===== src/rtl/cmd_dispatch.sv =====
// Command dispatcher: decodes host commands, sequences SPI/EEPROM/DAC frames and gain/offset-corrects dump samples.
// Defining CMD_TIMEOUT_EN adds an SPI watchdog that NACKs a transaction whose SPI_done never arrives.
module cmd_dispatch #(
    parameter int NUM_CH      = 3,
    parameter int TPOS_W      = 9,
    parameter int DEC_W       = 4,
    parameter int TIMEOUT_CYC = 4096
) (
    input  logic              clk,
    input  logic              rst,
    input  logic [23:0]       cmd,
    input  logic              cmd_rdy,
    output logic              clr_cmd_rdy,
    output logic [7:0]        resp_data,
    output logic              send_resp,
    output logic [NUM_CH+1:0] ss,
    output logic              wrt_SPI,
    output logic [15:0]       SPI_data,
    input  logic [7:0]        EEP_data,
    input  logic              SPI_done,
    output logic              start_dump,
    output logic [1:0]        dump_channel,
    input  logic [7:0]        dump_data,
    input  logic              send_dump,
    input  logic              dump_finished,
    input  logic              set_capture_done,
    output logic [5:0]        trig_cfg,
    output logic [DEC_W-1:0]  decimator,
    output logic [TPOS_W-1:0] trig_pos
);
    localparam int SS_W = NUM_CH + 2;
    localparam logic [7:0] ACK  = 8'hA5;
    localparam logic [7:0] NACK = 8'hEE;

    typedef enum logic [2:0] {IDLE, WRT, RD0, RD1, RD2, DUMP_FETCH, DUMP_RUN} state_t;
    typedef enum logic [1:0] {FT_READ, FT_OFFSET, FT_GAIN} fetch_t;

    state_t            state_q, state_d;
    fetch_t            fetch_q, fetch_d;
    logic [5:0]        addr_q, addr_d;
    logic [SS_W-1:0]   ss_q, ss_d;
    logic [1:0]        dump_channel_q, dump_channel_d;
    logic [3:0][2:0]   ggg_q, ggg_d;
    logic signed [7:0] offset_q, offset_d;
    logic [7:0]        gain_q, gain_d;
    logic [5:0]        trig_cfg_q, trig_cfg_d;
    logic [DEC_W-1:0]  decimator_q, decimator_d;
    logic [TPOS_W-1:0] trig_pos_q, trig_pos_d;

    logic [3:0] opcode;
    logic [1:0] cmd_ch;
    logic [2:0] cmd_ggg;
    logic       ch_bad;
    logic [5:0] off_addr;
    logic [5:0] gain_addr;
    logic       unused_cmd;

    assign opcode     = cmd[19:16];
    assign cmd_ch     = cmd[9:8];
    assign cmd_ggg    = cmd[12:10];
    assign ch_bad     = (int'(cmd_ch) >= NUM_CH);
    assign off_addr   = {cmd_ch, ggg_q[cmd_ch], 1'b0};
    assign gain_addr  = {dump_channel_q, ggg_q[dump_channel_q], 1'b1};
    assign unused_cmd = ^{cmd[23:20], cmd[15:14]};

    function automatic logic [7:0] gain_lut(input logic [2:0] code);
        case (code)
            3'd0:    return 8'h02;
            3'd1:    return 8'h05;
            3'd2:    return 8'h09;
            3'd3:    return 8'h14;
            3'd4:    return 8'h28;
            3'd5:    return 8'h46;
            3'd6:    return 8'h6B;
            default: return 8'hDD;
        endcase
    endfunction

    function automatic logic [15:0] rd_frame(input logic [5:0] a);
        return {2'b00, a, 8'h00};
    endfunction

    // Raw sample plus signed EEPROM offset, clamped to the unsigned byte range.
    function automatic logic [7:0] sat_offset(input logic [7:0] d, input logic signed [7:0] off);
        logic signed [9:0] s;
        s = $signed({2'b00, d}) + $signed({{2{off[7]}}, off});
        if (s < 0)
            return 8'h00;
        else if (s > 10'sd255)
            return 8'hFF;
        else
            return s[7:0];
    endfunction

    // Gain is Q1.7: scale by gain/128 and saturate at full scale.
    function automatic logic [7:0] scale_sat(input logic [7:0] s, input logic [7:0] g);
        logic [15:0] p;
        p = ({8'h00, s} * {8'h00, g}) >> 7;
        if (p > 16'd255)
            return 8'hFF;
        else
            return p[7:0];
    endfunction

`ifdef CMD_TIMEOUT_EN
    localparam int TMO_W = $clog2(TIMEOUT_CYC + 1);
    logic [TMO_W-1:0] tmo_q, tmo_d;
    logic             waiting;
    logic             tmo_hit;

    assign waiting = (state_q == WRT) || (state_q == RD0) || (state_q == RD1) || (state_q == RD2);
    assign tmo_hit = waiting && !SPI_done && (tmo_q == TMO_W'(TIMEOUT_CYC - 1));

    always_comb begin
        tmo_d = tmo_q;
        if (wrt_SPI)
            tmo_d = '0;
        else if (waiting)
            tmo_d = tmo_q + TMO_W'(1);
    end

    always_ff @(posedge clk) begin
        if (rst)
            tmo_q <= '0;
        else
            tmo_q <= tmo_d;
    end
`else
    logic unused_tmo;
    assign unused_tmo = (TIMEOUT_CYC > 0);
`endif

    always_comb begin
        state_d        = state_q;
        fetch_d        = fetch_q;
        addr_d         = addr_q;
        ss_d           = ss_q;
        dump_channel_d = dump_channel_q;
        ggg_d          = ggg_q;
        offset_d       = offset_q;
        gain_d         = gain_q;
        trig_cfg_d     = trig_cfg_q;
        decimator_d    = decimator_q;
        trig_pos_d     = trig_pos_q;
        clr_cmd_rdy    = 1'b0;
        send_resp      = 1'b0;
        resp_data      = '0;
        wrt_SPI        = 1'b0;
        SPI_data       = '0;
        start_dump     = 1'b0;

        if (!rst) begin
            case (state_q)
                IDLE: if (cmd_rdy) begin
                    clr_cmd_rdy = 1'b1;
                    case (opcode)
                        4'h1: if (ch_bad) begin
                            send_resp = 1'b1;
                            resp_data = NACK;
                        end else begin
                            dump_channel_d = cmd_ch;
                            addr_d         = off_addr;
                            fetch_d        = FT_OFFSET;
                            wrt_SPI        = 1'b1;
                            SPI_data       = rd_frame(off_addr);
                            ss_d           = SS_W'(1);
                            state_d        = RD0;
                        end
                        4'h2: if (ch_bad) begin
                            send_resp = 1'b1;
                            resp_data = NACK;
                        end else begin
                            ggg_d[cmd_ch] = cmd_ggg;
                            wrt_SPI       = 1'b1;
                            SPI_data      = {8'h13, gain_lut(cmd_ggg)};
                            ss_d          = SS_W'(6'b000100 << cmd_ch);
                            state_d       = WRT;
                        end
                        4'h3: begin
                            wrt_SPI  = 1'b1;
                            SPI_data = {8'h13, cmd[7:0]};
                            ss_d     = SS_W'(2);
                            state_d  = WRT;
                        end
                        4'h4: begin
                            trig_pos_d = cmd[TPOS_W-1:0];
                            send_resp  = 1'b1;
                            resp_data  = ACK;
                        end
                        4'h5: begin
                            decimator_d = cmd[DEC_W-1:0];
                            send_resp   = 1'b1;
                            resp_data   = ACK;
                        end
                        4'h6: begin
                            trig_cfg_d = cmd[13:8];
                            send_resp  = 1'b1;
                            resp_data  = ACK;
                        end
                        4'h7: begin
                            send_resp = 1'b1;
                            resp_data = {2'b00, trig_cfg_q};
                        end
                        4'h8: begin
                            wrt_SPI  = 1'b1;
                            SPI_data = {2'b01, cmd[13:0]};
                            ss_d     = SS_W'(1);
                            state_d  = WRT;
                        end
                        4'h9: begin
                            addr_d   = cmd[13:8];
                            fetch_d  = FT_READ;
                            wrt_SPI  = 1'b1;
                            SPI_data = rd_frame(cmd[13:8]);
                            ss_d     = SS_W'(1);
                            state_d  = RD0;
                        end
                        default: begin
                            send_resp = 1'b1;
                            resp_data = NACK;
                        end
                    endcase
                end
                WRT: if (SPI_done) begin
                    send_resp = 1'b1;
                    resp_data = ACK;
                    ss_d      = '0;
                    state_d   = IDLE;
                end
                // EEPROM reads go address frame, deselected dummy frame, then a re-read that returns the byte.
                RD0: if (SPI_done) begin
                    wrt_SPI = 1'b1;
                    ss_d    = '0;
                    state_d = RD1;
                end
                RD1: if (SPI_done) begin
                    wrt_SPI  = 1'b1;
                    SPI_data = rd_frame(addr_q);
                    ss_d     = SS_W'(1);
                    state_d  = RD2;
                end
                RD2: if (SPI_done) begin
                    ss_d = '0;
                    case (fetch_q)
                        FT_OFFSET: begin
                            offset_d = $signed(EEP_data);
                            state_d  = DUMP_FETCH;
                        end
                        FT_GAIN: begin
                            gain_d     = EEP_data;
                            start_dump = 1'b1;
                            state_d    = DUMP_RUN;
                        end
                        default: begin
                            send_resp = 1'b1;
                            resp_data = EEP_data;
                            state_d   = IDLE;
                        end
                    endcase
                end
                DUMP_FETCH: begin
                    addr_d   = gain_addr;
                    fetch_d  = FT_GAIN;
                    wrt_SPI  = 1'b1;
                    SPI_data = rd_frame(gain_addr);
                    ss_d     = SS_W'(1);
                    state_d  = RD0;
                end
                DUMP_RUN: begin
                    if (send_dump) begin
                        send_resp = 1'b1;
                        resp_data = scale_sat(sat_offset(dump_data, offset_q), gain_q);
                    end else if (dump_finished) begin
                        state_d = IDLE;
                    end
                end
                default: state_d = IDLE;
            endcase

`ifdef CMD_TIMEOUT_EN
            if (tmo_hit) begin
                send_resp = 1'b1;
                resp_data = NACK;
                ss_d      = '0;
                state_d   = IDLE;
            end
`endif
        end

        trig_cfg_d[5] = trig_cfg_d[5] | set_capture_done;
    end

    always_ff @(posedge clk) begin
        if (rst) begin
            state_q        <= IDLE;
            fetch_q        <= FT_READ;
            addr_q         <= '0;
            ss_q           <= '0;
            dump_channel_q <= '0;
            ggg_q          <= '0;
            offset_q       <= '0;
            gain_q         <= '0;
            trig_cfg_q     <= '0;
            decimator_q    <= '0;
            trig_pos_q     <= '0;
        end else begin
            state_q        <= state_d;
            fetch_q        <= fetch_d;
            addr_q         <= addr_d;
            ss_q           <= ss_d;
            dump_channel_q <= dump_channel_d;
            ggg_q          <= ggg_d;
            offset_q       <= offset_d;
            gain_q         <= gain_d;
            trig_cfg_q     <= trig_cfg_d;
            decimator_q    <= decimator_d;
            trig_pos_q     <= trig_pos_d;
        end
    end

    assign ss           = ss_q;
    assign dump_channel = dump_channel_q;
    assign trig_cfg     = trig_cfg_q;
    assign decimator    = decimator_q;
    assign trig_pos     = trig_pos_q;

endmodule


===== config.mk =====
export PLATFORM = sky130hd
export DESIGN_NAME = cmd_dispatch
export DESIGN_NICKNAME = d
export VERILOG_FILES = /design/src/rtl/cmd_dispatch.sv
export SDC_FILE = /design/constraint.sdc
export NUM_CORES = 1
export LEC_CHECK = 0
export ABC_CLOCK_PERIOD_IN_PS = 12600
export CORE_ASPECT_RATIO = 0.8
export CORE_UTILIZATION = 55
export CTS_CLUSTER_DIAMETER = 60
export DETAILED_ROUTE_END_ITERATION = 7
export GPL_TIMING_DRIVEN = 1
export HOLD_SLACK_MARGIN = 0.12
export PLACE_DENSITY = 0.9
export SLEW_MARGIN = 25
export SYNTH_ARGS = -nofsm -noshare
export SYNTH_HDL_FRONTEND = slang
export SYNTH_SLANG_ARGS = --single-unit

===== constraint.sdc =====
create_clock -name clk -period 12.6 [get_ports clk]
set_input_delay 2.52 -clock clk [delete_from_list [all_inputs] [get_ports clk]]
set_output_delay 2.52 -clock clk [all_outputs]
set_load 0.02 [all_outputs]

==> results, run 1 <==
- The run finished with clean final reports.
- The maximum clock insertion buffer count is 2.
- just over 100 I/O pins were placed.
- Summed over all instances, the cell type with the most area after synthesis is dfxtp_1.
- Once the floorplan was initialized, standard cells occupied between 50% and 60% of the core.
- The final core area utilization is slightly above 70%.
- In this design, the stage delay of the slowest critical-path cell is between 500 and 600 ps.
- The area enclosed by the die boundary is 11400 um2.
- The CTS tree is done.
- The worst setup path startpoint is dump_data[0].
- The number of antenna violations at the first check in global routing was 0.
- In the final routed layout, each cell accounts on average for about 19 um.
- The global-route wire length before repair is roughly 28 mm.
- The static leakage is ~3.4 nW.
- On the final layout, the worst clock skew is around 4.0 ps.
- The region available for standard cell placement spans between 10000 and 15000 um2.
- The relative slew slack is just under 40%.
- The number of placement rows is 33.
- The share of the clock period used by the worst path is 97.6%.
- At the end of routability-driven placement, the weighted congestion stood at approximately 0.96.
- Counting the buffers created by CTS gives 9.
- The reported max-cap violation count is 0.
- Compared with the post-synthesis result, the final layout area differs by 22.4%.
- The power density over the cells is 73.4 nW/um2.
- The arrival time reported for the critical path endpoint is a little under 10000 ps.
- In the synthesized netlist the async set-or-reset flop fraction comes to 0%.
- The via count normalized by instance count is 6.08.
- The data required time of the worst path is between 10000 and 15000 ps.
- The synthesized design contains 0 enable-type register cells.
- In the final routing, the length of wire on met1 measures roughly 7.2 mm.
- The nature of the critical path endpoint is an output port.
- The synthesized netlist occupies a cell area of 6020 um2.
- Before antenna repair, the detailed router went through 5 iterations.
- Summing over every cut layer, the via total after detailed routing is roughly 5800.
- The final layout contains 940 nets.
- Hold is met by around 470 ps.
- The total global-route track usage is 32.3%.
- The clock-pin slew of the registers on the worst-case setup and hold paths is approximately 50 ps.
- Summing the sequential cell areas from Yosys gives approximately 22% of the chip area.
- Averaged over all synthesized cells, the footprint is 8.21 um2.
- The post-CTS setup repair buffer count is 0.
- The total design power is roughly 0.54 mW.
- Measured along the x axis, the die boundary spans 119 um.
- The maximum fanout count along the critical path is 8.
- At the pin with the least slew margin, the transition time is around 920 ps.
- The post-route non-filler standard cell count is between 900 and 1000.
- The number of failing hold endpoints at the final stage is 0.
- The most frequent cell on the critical path is fa_1.
- During synthesis, Yosys emitted a total of 0 warnings.
- The startpoint identified for the worst register-to-register timing path is state_q[1].
- The number of nets handed over by synthesis was 861.
- The floorplan step set the die height to ~96 um.
- For this run, the leading register cell type out of synthesis is dfxtp_1.
- The top-area cell type share of the netlist area is a little over a fifth.
- Yosys mapped the design onto 61 distinct sky130hd cell types.
- The number of diodes is 0.
- The critical path runs through a total of 29 cells.
- The routed length on met3 is 1.89 mm.
- In this design, the largest share of critical-path delay is due to adder cells.
- The number of placed instances, taps included, is 941.
- The overall overflow remaining after global route is 0.
- The number of global-route vias before repair is approximately 5700.
- Once routing completed, OpenROAD measured the worst setup slack at 298 ps.
- The maximum ir drop on the vdd rail is 82.1 uV.
- Clock tree synthesis found a total of 65 sinks.
- The worst setup timing slack at the placement stage is -189 ps.
- The worst hold path belongs to the class register to register.
- The number of buffers and inverters on the critical path is 6.
- The layout cell share with drive strength beyond 1 is 6.49%.
- The cell count after synthesis is between 700 and 800.
- The category of the most critical setup path is input port to output port.
- The number of register bits inferred by synthesis is 65.
- The last element of the critical path is resp_data[4].
- The kind of launch point of the worst setup path is an input port.
- The endpoint identified for the worst register-to-register timing path is state_q[1].
- During placement, the flow inserted port buffers numbering 93.
- Measured in cells, the most critical reg-to-reg path has a length of 7.
- The remaining antenna violation count is 0.
- At the later pin of the worst-skew pair, clock insertion delay measures roughly 330 ps.
- The number of max-slew violations in the final report was 0.
- Wire segments on met2 add up to roughly 8.0 mm in the final route.
- The master cell of the clock root buffer is clkbuf_16.
- The final routed DRC violation total is 0.
- The CTS H-tree depth is 3.
- The largest net degree at the start of global routing is 72.
- Ranked by total cell area, the synthesized netlist is headed by dfxtp_1 22%, fa_1 12%, ha_1 9.4%.
- The total detailed-routing wirelength is ~18 mm.
- The top metal layer carrying routed signals is met4.
- In this run the register-to-register setup slack is between 10000 and 15000 ps.
- Setup violations remaining at the end of the flow were counted as 0.
- The number of DRC markers after the initial detailed-route iteration is about 560.
- The shortest period the worst path allows is roughly 12000 ps.
- The achievable clock frequency is 81.3 MHz.
- Among all stages on the critical path, the largest delay is contributed by fa_1.
- The detailed-placement wirelength estimate is 13.6 mm.
==> power breakdown <==
group          internal (mW)  total (mW)  switching [mW]
Clock                  0.143       0.234          0.0916
Combinational         0.0377      0.0934          0.0557
Sequential             0.209       0.213         0.00450
Total                  0.389       0.541           0.152
==> cells in the mapped netlist (9+ instances only) <==
master	n
clkbuf_1	36
a31oi_1	11
a211oi_1	10
xor2_1	10
nand2b_1	19
o21ai_0	19
mux2i_1	41
a21oi_1	44
nand2_1	61
nor2_1	104
inv_1	52
a22oi_1	9
a21o_1	9
ha_1	45
and2_1	43
dfxtp_1	65
nor2b_1	17
fa_1	36
==> tightest hold or removal path: cells and delay by family (launching register included) <==
family	cells	cell delay (ps)
compound gates	1	50
flops	1	310
simple gates	1	50
==> metrics by stage <==
| step | setup TNS, ps | instance area, um2 |
|---|---|---|
| 2_1_floorplan | 0 | 6020 |
| 3_3_place_gp | 0 | 7070 |
| 3_5_place_dp | -995 | 7070 |
| 4_1_cts | 0 | 7360 |
| 5_1_grt | -16.3 | 7370 |
| 6_report | 0 | 7370 |
==> timing repair <==
action                                  in CTS  in global routing
resized for setup                            8                 12
hold buffers                                 0                  0
hold endpoints to repair                     0                  0
endpoints found under the setup margin       8                  8
pin swaps                                    0                  1
==> flip-flops by register name, indices dropped and copies added, names as in the netlist <==
name / cells
ggg_q: 12
decimator: 4
trig_cfg: 6
gain_q: 8
fetch_q: 2
dump_channel: 2
offset_q: 8
addr_q: 6
ss: 5
state_q: 3
trig_pos: 9
==> cell type report <==
type / instances / area [um2]
flip-flops and latches: 65 / 1300
fillers: 775 / 3080
clock inverters: 5 / 30.0
multi-input cells: 577 / 4390
repair buffers: 107 / 1020
clock buffers: 11 / 253
well taps: 140 / 175
inverters: 52 / 195
==> how the worst min path moves through the flow <==
stage,startpoint,endpoint,slack [ps],cells after the start
after floorplan,ggg_q[11],ggg_q[11],450,1
after global placement,ss[3],ss[3],450,2
after detailed placement,ss[2],ss[2],450,2
after CTS,ss[2],ss[2],460,2
after global routing,ss[3],ss[3],500,2
final,ss[2],ss[2],470,2
==> placed cells by master, fill, tap and decap left out, types with 4 or more instances in the layout <==
cell	n
a211oi_1	9
a21o_1	9
a21oi_1	40
a21oi_2	6
a221o_1	5
a221oi_1	4
a22oi_1	9
a311oi_1	5
a31oi_1	10
and2_1	43
and3_1	5
buf_4	14
clkbuf_16	9
clkdlybuf4s50_1	84
dfxtp_1	65
dlymetal6s2s_1	4
fa_1	36
ha_1	45
inv_1	52
mux2i_1	41
mux4_2	5
nand2_1	61
nand2b_1	19
nand3_1	6
nand4_1	4
nor2_1	104
nor2b_1	17
nor3_1	8
o211ai_1	4
o21ai_0	19
xnor2_1	8
xor2_1	10
==> routing by layer <==
layer	vias up	global-route usage [%]
li1	2672	-
met1	2736	41.7
met2	351	52.6
met3	63	7.72
met4	0	13.0
met5	-	0
==> cells by family after synthesis <==
kind of cell / synth area share (%)
mux: 8.69
other cells: 0.0623
simple gates: 22.1
buf+inv: 5.88
compound gates: 17.3
xor+xnor: 2.89
flops: 21.6
fa+ha+maj: 21.5
(Power assumes the default switching activity.)
==> run 2, diff against run 1 <==
Settings changed: CELL_PAD_IN_SITES_DETAIL_PLACEMENT set to 0, CELL_PAD_IN_SITES_GLOBAL_PLACEMENT set to 1, CORE_UTILIZATION 55 to 41, RECOVER_POWER set to 50.
==> run 2 against run 1 <==
The flow now finishes with violations (max-capacitance violations, max-slew violations). Wire length shrank 5.8%. Global-route usage fell by 9.5 points. Critical path depth up 2. Combinational power shrank 0.4%. Power increased by 7.2%. Core utilization down 18 points. Die area grew 33%. Worst setup slack improved by 170 ps. Clock power increased by 17%. Cell count rose by 5.3%. Sequential power about the same. Clock skew hardly changed. Critical endpoint is now resp_data[2]. Highest routed layer unchanged.
==> results, run 2 (same netlist as run 1, synthesis figures left out) <==
- The kind of launch point of the worst setup path is an input port (unchanged).
- The flip-flop count of the largest register after layout is 12 (unchanged).
- The TritonCTS sink count is 65 (unchanged).
- The CTS H-tree depth is 3 (unchanged).
- The average wire per cell in the routed design came to 16.6 um (was 18.5 um).
- The overall overflow remaining after global route is 0 (unchanged).
- The maximum fanout count along the critical path is 6 (was 8).
- The capture endpoint of the worst hold path is ss[3] (was ss[2]).
- The classification of the worst-slack hold path was register to register (unchanged).
- The reg-to-reg critical path startpoint is state_q[2] (was state_q[1]).
- The category of the most critical setup path is input port to output port (unchanged).
- The placer's final routability congestion estimate came to 0.919 (was 0.957).
- The static leakage came to 3.62 nW (was 3.42 nW).
- The number of detailed-route iterations in the first pass is 7 (was 5).
- The shortest period the worst path allows came to 12130 ps (was 12300 ps).
- The number of buffers added by the clock tree synthesis step was 9 (unchanged).
- The master cell of the clock root buffer is clkbuf_16 (unchanged).
- The achievable clock frequency is 82.4 MHz (was 81.3 MHz).
- The maximum clock insertion buffer count is 2 (unchanged).
- The power density over the cells is 76.9 nW/um2 (was 73.4 nW/um2).
- The instance area after placement was 7170 um2 (was 7070 um2).
- The area enclosed by the die boundary is 15200 um2 (was 11400 um2).
- The kind of cell adding the most delay to the critical path is adder cells (unchanged).
- The number of top-level design ports is 101 (unchanged).
- The effective utilization at floorplan is 42.1% (was 57.6%).
- Setup repair after global routing left no endpoint under its margin.
- The register with the highest flop count is ggg_q (unchanged).
- The total global-route track usage came to 22.9% (was 32.3%).
- The core outline area came to 14300 um2 (was 10400 um2).
- The final routed DRC violation total is 0 (unchanged).
- The most frequent cell on the critical path is fa_1 (unchanged).
- The global-route wire length before repair is 26.4 mm (was 28.5 mm).
- The count of nets after finishing is 947 (was 940).
- Result of the run: finished, violations left (was complete, no violations).
- The clock-pin slew of the registers on the worst-case setup and hold paths came to 60 ps (was 50 ps).
- Commonest cells after routing, fill and taps aside: 103 x nor2_1, 65 x dfxtp_1, 61 x nand2_1, 58 x clkdlybuf4s50_1, 52 x inv_1 (was 104 x nor2_1, 84 x clkdlybuf4s50_1, 65 x dfxtp_1, 61 x nand2_1, 52 x inv_1).
- The total detailed-routing wirelength came to 16.7 mm (was 17.7 mm).
- The count of input and output buffers is 93 (unchanged).
- The cell with the largest stage delay on the worst path is fa_1 (unchanged).
- The largest net degree at the start of global routing was 72 (unchanged).
- The data required time of the worst path is 10080 ps (about the same).
- The post-CTS setup repair buffer count was 0 (unchanged).
- The nature of the critical path endpoint is an output port (unchanged).
- The count of final setup violators is 0 (unchanged).
- The die height was 110 um (was 95.6 um).
- The number of diodes is 0 (unchanged).
- The source of the worst hold timing path is ss[3] (was ss[2]).
- The worst setup timing slack at the placement stage was 65.9 ps (was -189 ps).
- The number of DRC markers after the initial detailed-route iteration is 408 (was 563).
- The number of placement rows is 39 (was 33).
- The cell depth of the worst min-delay path is 2 (unchanged).
- The actual transition at the worst max-transition pin is 3040 ps (was 917 ps).
- The number of antenna violations at the first check in global routing came to 0 (unchanged).
- The final core area utilization is 52.7% (was 70.5%).
- The final non-filler cell area is 7540 um2 (was 7370 um2).
- The via count normalized by instance count is 5.49 (was 6.08).
- The remaining antenna violation count is 0 (unchanged).
- The clock skew is 3.65 ps (was 3.98 ps).
- The relative slew slack is -103% (was 38.6%).
- The most common cell after layout, fill and taps aside is nor2_1 (unchanged).
- The smallest setup slack after layout is 469 ps (was 298 ps).
- The accumulated negative setup slack is 0 ps (unchanged).
- The total vias in the final route is 5532 (was 5822).
- The reported max-cap violation count was 1 (was 0).
- The number of global-route vias before repair is 5009 (was 5742).
- The width of the die is 137 um (was 119 um).
- The final reports fail on max-capacitance violations, max-slew violations.
- The CTS tree is done (unchanged).
- The worst-case reg-to-reg path depth is 5 (was 7).
- The arrival time reported for the critical path endpoint is 9610 ps (was 9780 ps).
- The buffer and inverter count on the worst path is 8 (was 6).
- The share of the clock period used by the worst path was 96.3% (was 97.6%).
- The internal reg-to-reg setup slack is 9880 ps (was 10030 ps).
- The maximum ir drop on the vdd rail is 70.1 uV (was 82.1 uV).
- The biggest cell delay along the critical path is 540 ps (about the same).
- The total design power is 0.580 mW (was 0.541 mW).
- The endpoint of the worst-slack reg-to-reg timing path is addr_q[1] (was state_q[1]).
- The number of max-slew violations in the final report was 72 (was 0).
- The layout cell share with drive strength beyond 1 is 6.43% (was 6.49%).
- The clock insertion delay at the later pin of the skew report is 330 ps (about the same).
- The number of failing hold endpoints at the final stage is 0 (unchanged).
- The area growth from synthesis to layout is 25.2% (was 22.4%).
- The detailed-placement wirelength estimate is 13.0 mm (was 13.6 mm).
==> run 2: changes by cell type in the layout (fill, tap and decap cells not counted), moves of 3 or more <==
cell,delta
clkinv_2,-3
dlygate4sd3_1,+26
clkdlybuf4s50_1,-26
dlymetal6s2s_1,+4
buf_4,+6
clkbuf_2,-3
==> run 2: cell type report <==
| type | count | area (um2) |
|---|---|---|
| fill | 1336 | 6760 |
| multi-input combinational | 577 | 4380 |
| sequential | 65 | 1300 |
| timing repair buffer | 114 | 1100 |
| clock buffer | 10 | 239 |
| tap | 184 | 230 |
| inverter | 52 | 195 |
| clock inverter | 6 | 91.3 |
==> run 2: worst reg2reg max path: stages, from the launching register on <==
cell      delay [ps]
dfxtp_1          700
nand2_1          230
nor2_1           760
a21oi_1          300
a22oi_1          330
a311oi_1         140
==> run 2: worst max-delay path by stage <==
stage	slack, ps	from	to	depth (start not counted)
6_report	470	dump_data[0]	resp_data[2]	31
2_1_floorplan	1330	dump_data[0]	resp_data[4]	27
3_3_place_gp	140	dump_data[0]	resp_data[4]	30
4_1_cts	50	dump_data[0]	resp_data[4]	30
5_1_grt	220	dump_data[0]	resp_data[2]	31
3_5_place_dp	70	dump_data[0]	resp_data[4]	30
==> run 2: report_power, final <==
| part | switching [mW] | internal, mW |
|---|---|---|
| Combinational | 0.0553 | 0.0377 |
| Sequential | 0.00431 | 0.209 |
| Clock | 0.0949 | 0.179 |
| Total | 0.154 | 0.425 |
==> run 2: per-stage QoR <==
stage | hold WS, ps | std cells
after floorplan | 450 | 733
after global placement | 446 | 992
after detailed placement | 450 | 992
after CTS | 458 | 1008
after global routing | 481 | 1008
final | 452 | 1008
==> run 2: repair_timing <==
action | in CTS | in global routing
endpoints found under the setup margin | 0 | 8
resized for setup | 0 | 11
hold buffers | 0 | 0
==> run 2: per-layer routing <==
layer,routed length [um],global-route usage [%]
met4,176,5.02
met5,0,0
met2,7070,33.1
met1,8130,33.7
met3,1330,5.85
